### src/rtl/peripheral_bus.sv
`default_nettype none
// ============================================================================
//  Module      : peripheral_bus
//  Description : Memory-mapped peripheral window for the single-cycle CPU.
//                Holds a reloadable interval timer with IRQ, LED register,
//                switch input, 7-segment digit register and a system tick
//                counter. Read data is combinational.
//  Revision    : 1.0  initial release
// ============================================================================
module peripheral_bus #(
    parameter logic [31:0] BASE_ADDR = 32'h4000_0000,
    parameter int          SW_WIDTH  = 8
) (
    input  logic                clk,
    input  logic                reset,
    input  logic                rd,
    input  logic                wr,
    input  logic [31:0]         addr,
    input  logic [31:0]         wdata,
    output logic [31:0]         rdata,
    output logic [7:0]          led,
    input  logic [SW_WIDTH-1:0] switch,
    output logic [11:0]         digi,
    output logic                irqout
);

    // Word offsets inside the 32-byte window
    localparam logic [2:0] C_OFF_TH      = 3'd0;
    localparam logic [2:0] C_OFF_TL      = 3'd1;
    localparam logic [2:0] C_OFF_TCON    = 3'd2;
    localparam logic [2:0] C_OFF_LED     = 3'd3;
    localparam logic [2:0] C_OFF_SWITCH  = 3'd4;
    localparam logic [2:0] C_OFF_DIGI    = 3'd5;
    localparam logic [2:0] C_OFF_SYSTICK = 3'd6;

    logic [31:0] r_th;
    logic [31:0] r_tl;
    logic [2:0]  r_tcon;
    logic [7:0]  r_led;
    logic [11:0] r_digi;
    logic [31:0] r_systick;

    logic        w_in_window;
    logic [2:0]  w_off;
    logic        w_wr_th;
    logic        w_wr_tl;
    logic        w_wr_tcon;
    logic        w_wr_led;
    logic        w_wr_digi;
    logic        w_overflow;
    logic [31:0] w_switch_ext;

    assign w_in_window  = (addr[31:5] == BASE_ADDR[31:5]);
    assign w_off        = addr[4:2];
    assign w_wr_th      = wr && w_in_window && (w_off == C_OFF_TH);
    assign w_wr_tl      = wr && w_in_window && (w_off == C_OFF_TL);
    assign w_wr_tcon    = wr && w_in_window && (w_off == C_OFF_TCON);
    assign w_wr_led     = wr && w_in_window && (w_off == C_OFF_LED);
    assign w_wr_digi    = wr && w_in_window && (w_off == C_OFF_DIGI);
    // Overflow is a timer event; it is evaluated even if software rewrites TL
    assign w_overflow   = r_tcon[0] && (r_tl == 32'hFFFF_FFFF);
    assign w_switch_ext = 32'(switch);

    // Reload value: software-written only, used at the next overflow
    always_ff @(posedge clk or posedge reset) begin
        if (reset) begin
            r_th <= 32'd0;
        end else if (w_wr_th) begin
            r_th <= wdata;
        end
    end

    // Counter: software write wins over increment/reload
    always_ff @(posedge clk or posedge reset) begin
        if (reset) begin
            r_tl <= 32'd0;
        end else if (w_wr_tl) begin
            r_tl <= wdata;
        end else if (r_tcon[0]) begin
            r_tl <= w_overflow ? r_th : (r_tl + 32'd1);
        end
    end

    // Control/status: a pending overflow interrupt survives a concurrent write
    always_ff @(posedge clk or posedge reset) begin
        if (reset) begin
            r_tcon <= 3'd0;
        end else if (w_wr_tcon) begin
            r_tcon[1:0] <= wdata[1:0];
            r_tcon[2]   <= wdata[2] | (w_overflow & r_tcon[1]);
        end else if (w_overflow && r_tcon[1]) begin
            r_tcon[2] <= 1'b1;
        end
    end

    // LED and 7-segment output registers
    always_ff @(posedge clk or posedge reset) begin
        if (reset) begin
            r_led  <= 8'd0;
            r_digi <= 12'd0;
        end else begin
            if (w_wr_led) begin
                r_led <= wdata[7:0];
            end
            if (w_wr_digi) begin
                r_digi <= wdata[11:0];
            end
        end
    end

    // Free-running tick counter, wraps naturally
    always_ff @(posedge clk or posedge reset) begin
        if (reset) begin
            r_systick <= 32'd0;
        end else begin
            r_systick <= r_systick + 32'd1;
        end
    end

    // Combinational read mux; zero outside the window or when not reading
    always_comb begin
        rdata = 32'd0;
        if (rd && w_in_window) begin
            case (w_off)
                C_OFF_TH:      rdata = r_th;
                C_OFF_TL:      rdata = r_tl;
                C_OFF_TCON:    rdata = {29'd0, r_tcon};
                C_OFF_LED:     rdata = {24'd0, r_led};
                C_OFF_SWITCH:  rdata = w_switch_ext;
                C_OFF_DIGI:    rdata = {20'd0, r_digi};
                C_OFF_SYSTICK: rdata = r_systick;
                default:       rdata = 32'd0;
            endcase
        end
    end

    assign led    = r_led;
    assign digi   = r_digi;
    assign irqout = r_tcon[2];

endmodule
`default_nettype wire

### config.mk
export PLATFORM = sky130hd
export DESIGN_NAME = peripheral_bus
export DESIGN_NICKNAME = d
export VERILOG_FILES = /design/src/rtl/peripheral_bus.sv
export SDC_FILE = /design/constraint.sdc
export NUM_CORES = 1
export LEC_CHECK = 0
export ABC_AREA = 1
export ABC_CLOCK_PERIOD_IN_PS = 7200
export BUFFER_PORTS_ARGS = -buffer_cell sky130_fd_sc_hd__buf_4
export CORE_MARGIN = 10
export CORE_UTILIZATION = 62
export DETAILED_ROUTE_END_ITERATION = 10
export PLACE_DENSITY = 0.93
export SYNTH_ARGS = -nofsm -noshare
export SYNTH_HDL_FRONTEND = slang
export SYNTH_SLANG_ARGS = --single-unit
### constraint.sdc
create_clock -name clk -period 7.2 [get_ports clk]
set_input_delay 0 -clock clk [delete_from_list [all_inputs] [get_ports clk]]
set_output_delay 0 -clock clk [all_outputs]
set_load 0.005 [all_outputs]
* After elaboration in Yosys (flattened, before gate mapping) *
Index checks and enable logic that the tools add are counted.

word-level totals
  output and inout port bits = 53
  register bits = 119
  word-level logic and storage cells = 38

cells by class
  equal/unequal tests = 8
  add/sub/neg operators = 2
  reductions and logical operators = 12
  multiplexer cells = 7
  bitwise logic cells = 2

operator list
  operator               count
  $pmux 32 s7            1
  $mux 32                4
  $add 32x1->32 const B  2
  $eq 32x32->1 const B   1
  $eq 27x26->1 const B   1
  $eq 3x3->1 const B     3
  $logic_and 1x1->1      9
  $eq 3x2->1 const B     2
  $reduce_bool 2->1      2
  $eq 3x1->1 const B     1
  $logic_not 3->1        1
  $mux 1                 2
  $and 1x1->1            1
  $or 1x1->1             1

* Logic depth before layout (Yosys ltp) *
  depth after elaboration = 5
  depth in mapped cells = 12

* Least setup slack after synthesis *
Ideal clock, no wire load.

  path type = register -> register
  from = register r_tl[0]
  to = register r_tl[17]
  setup time = 118 ps
  path slack = 5563 ps
  stages on the path, launching flop included = 11
  clock period less this slack = 1637 ps
  arrival time = 1519 ps
  cells stage by stage = dfrtp_1 > ha_1 > nand2_2 > nor2_4 > nand2_4 > nor2_8 > buf_12 > buf_4 > nand4_1 > nand4_1 > nand2_1

between the ends
  word-level cells in the longest chain between the ends = 5

ends and longest elaborated chain
  what                                                   RTL line  text
  from (decl)                                            37        logic [31:0] r_tl;
  from (signal assigned)                                 78        r_tl <= wdata;
  from (signal assigned)                                 80        r_tl <= w_overflow ? r_th : (r_tl + 32'd1);
  branches (longest 2 deep; another with $add 32x1->32)  n/a
  $mux 32 *                                              80
  $mux 32 *                                              79        end else if (r_tcon[0]) begin
  $mux 32 *                                              77        end else if (w_wr_tl) begin

Every way passes the cells marked *. The select of a mux whose other input is x is not followed.
A chain may end at the register's enable or synchronous reset.

* Worst setup path in the final report *
  from = input port addr[4]
  to = register r_tl[16]

between the ends
  word-level cells in the longest chain between the ends = 3

ends and longest elaborated chain
  what                                                 RTL line  text
  from (decl)                                          18        input logic [31:0] addr,
  $eq 3x1->1 *                                         56        assign w_wr_tl = wr && w_in_window && (w_off == C_OFF_TL);
  $logic_and 1x1->1 *                                  56
  $mux 32 / $reduce_bool 2->1 (equally long branches)  n/a

Every way passes the cells marked *; elsewhere a longest branch is shown, timed or not.

==> impl_metrics.tcl <==
set metrics [dict create \
    ys_types 41 \
    setup_slack_ns 4.554 \
    ys_warn_count 0 \
    io_pins 129 \
    clock.fmax_mhz 378.0 \
    hold_class "in -> reg" \
    slew_violations 0 \
    timing_hold_violations_final 0 \
    synth_nets 1205 \
    syn2layout_area_growth_pct 23.01 \
    dr.pass1.iters 6 \
    first_global_vias 8594 \
    p_int_mw 1.207 \
    ys_seq_area_share_pct 37.90 \
    worstMarginPinSlew_ns 1.094 \
    synth-xor-area-share_pct 4.125 \
    synth-edff-count 0 \
    antenna_found_initial 0 \
    drive_above_1_share_pct 15.55 \
    row_count 41 \
    worstSetupStartpointType "input pin" \
    grt_start_max_net_pins 69 \
    setup_tns_ns 0 \
    postCtsHoldBufs 33 \
    power_per_cell_area_nw_per_um2 162.2 \
    ir_drop_v 0.0001580 \
    synth_compound_area_share_pct 9.651 \
    final_area_sq_um 9664 \
    syn_avg_cell_area_sq_um 6.971 \
    status "finished, final reports clean" \
    die_h_um 132.6 \
    finalSetupViolations 0 \
    critPathBufInv 4 \
    drt-met1-wl_mm 10.49 \
    power.switching_mw 0.3613 \
    cts_buffers 17 \
    met3_length_mm 3.214 \
    clk_pin_slew_ns 0.05 \
    p_clk_share_pct 50.5 \
    synth_ff_type "dfrtp_1" \
    postCtsSetupBuffers 0 \
    mostFrequentLayoutCell "nand2_1" \
    die_area_sq_um 17570 \
    yosysTopAreaCell "dfrtp_1" \
    fp.coreArea_sq_um 12520 \
    nets 1342 \
    post-route-drc-count 0 \
    cap_violations 0 \
    layout_min_cycle_time_ns 2.646 \
    path_depth 8 \
    ys_ff_latch 119 \
    clk-insertion-delay-late_ns 0.43 \
    top_layer "met4" \
    synth_mux_area_share_pct 0 \
    wl_met2_mm 12.39 \
    critical_path.max_stage_delay_ns 0.79 \
    place_area_sq_um 8806 \
    clock_tree.buffer_depth 2 \
    netlist_area_sq_um 7856 \
    cp_cell_sequence "buf_4, inv_1, nand3_1, inv_2, nand3_4, inv_2, nand2_1, nand3_1" \
    routabilityCongestion 1.001 \
    crit_slowest_cell "inv_2" \
    ant_nets 0 \
    finalCritPeriodShare_pct 36.74 \
    cts-htree-levels 4 \
    track_usage_pct 31.33 \
    tritoncts "done" \
    layout_common_cells "nand2_1, inv_1, buf_4" \
    crit_family "buffers and inverters" \
    yosys.area_share.adder_pct 0.3185 \
    criticalPathCategory "in -> reg" \
    switching_share_pct 23.04 \
    hold_path_depth 5 \
    viasPerCell 6.104 \
    r2r_setup_slack_ns 4.83 \
    cts.sinks 119 \
    pwr-share-seq_pct 42.7 \
    arrival_ns 3.00 \
    dieWidth_um 132.6 \
    start_util_pct 62.76 \
    hold_ws_ns 0.05478 \
    synth-simple-area-share_pct 37.87 \
    crit_required_ns 7.55 \
    drt_first_iter_violations 1262 \
    rsz0062_at_grt "no" \
    grt-ovfl-total 0 \
    wl_per_cell_um 19.27 \
    ys_async_sr_fraction_pct 100.0 \
    hpwlAfterDp_mm 19.07 \
    synth_cells 1127 \
    r2r_cells 9 \
    diodes 0 \
    pwr-share-comb_pct 6.8 \
    fin_util_pct 77.21 \
    dp_slack_ns 4.298 \
    synth_top_family_by_area "simple AND/OR/NAND/NOR gates" \
    fillers 945 \
    cts_resized 0 \
    grt_pass1_wl_mm 44.98 \
    p_leak_nw 4.519 \
    synth_top_cell_area_share_pct 37.90 \
    fin_skew_ns 0.009445 \
    dr_total_vias 8820 \
    cts_root_buf "clkbuf_16" \
    cp_max_fo 45 \
    slew_headroom_pct 26.66 \
    routed_wl_mm 27.84 \
    portBuffers 126 \
    synth_area_leaders "dfrtp_1, nand2_1, nand3_1, inv_1, nor2_1" \
    end_kind "flip-flop" \
]
## final cells by class
cell class / count / area, sq um / share of cell area [%]
timing repair buffer: 164 / 1314 / 13.59
clock buffer: 23 / 478.0 / 4.946
multi-input combinational: 822 / 4100 / 42.43
inverter: 140 / 529.3 / 5.476
sequential: 119 / 2978 / 30.81
clock inverter: 5 / 50.05 / 0.5179
tap: 172 / 215.2 / 2.227
## per-layer routing
| metal | track usage [%] | vias to the layer above |
|---|---|---|
| met4 | 16.44 | 0 |
| met2 | 50.14 | 698 |
| met5 | 0 | - |
| met1 | 37.62 | 4002 |
| li1 | - | 3957 |
| met3 | 8.819 | 163 |
## worst paths after layout
check / from / to
max: addr[4] / r_tl[16]
min in group asynchronous: reset / led[7]
max in group asynchronous: reset / r_th[30]
min reg2reg: r_systick[13] / r_systick[13]
min: wr / r_tl[25]
max reg2reg: r_tl[0] / r_tl[24]
## cell usage after synthesis, drive strengths merged, types with 2 or more instances
master,number
o21ai,69
inv,139
nand4,61
o211ai,2
clkbuf,16
buf,30
dfrtp,119
a22oi,4
xnor2,7
a22o,4
a21oi,24
nor2,133
nor3,21
nand2,316
xor2,30
a221oi,4
ha,2
nand3,113
nor4,3
o22ai,23
## power groups by stage
stage / combinational, mW / sequential, mW / clock (mW)
after global routing: 0.115 / 0.669 / 0.814
after global placement: 0.0882 / 0.681 / 0
final: 0.107 / 0.670 / 0.791
after CTS: 0.105 / 0.670 / 0.783
after floorplan: 0.0351 / 0.681 / 0
after detailed placement: 0.0894 / 0.681 / 0
## worst min-delay path, cell delays in order
cell and delay, ns:
buf_4 0.19, nand4_1 0.11, nand2_1 0.05, inv_1 0.04, nand2_1 0.04
## cells by family after synthesis
family | count (synthesis)
XOR/XNOR | 37
adder cells (fa/ha/maj) | 2
flip-flops | 119
buffers and inverters | 186
AO/OA/AOI/OAI | 134
AND/OR/NAND/NOR | 649
## per-stage QoR
stage	std cells	total power, mW
after CTS	1445	1.557
after global placement	1384	0.7692
after detailed placement	1384	0.7704
after floorplan	1127	0.7163
final	1445	1.568
after global routing	1445	1.598
## state kept, by name (all words and copies together), names as in the netlist
signal	cells
digi	12
r_tcon	3
led	8
r_th	32
r_systick	32
r_tl	32
Power figures use the tool's default switching activity.
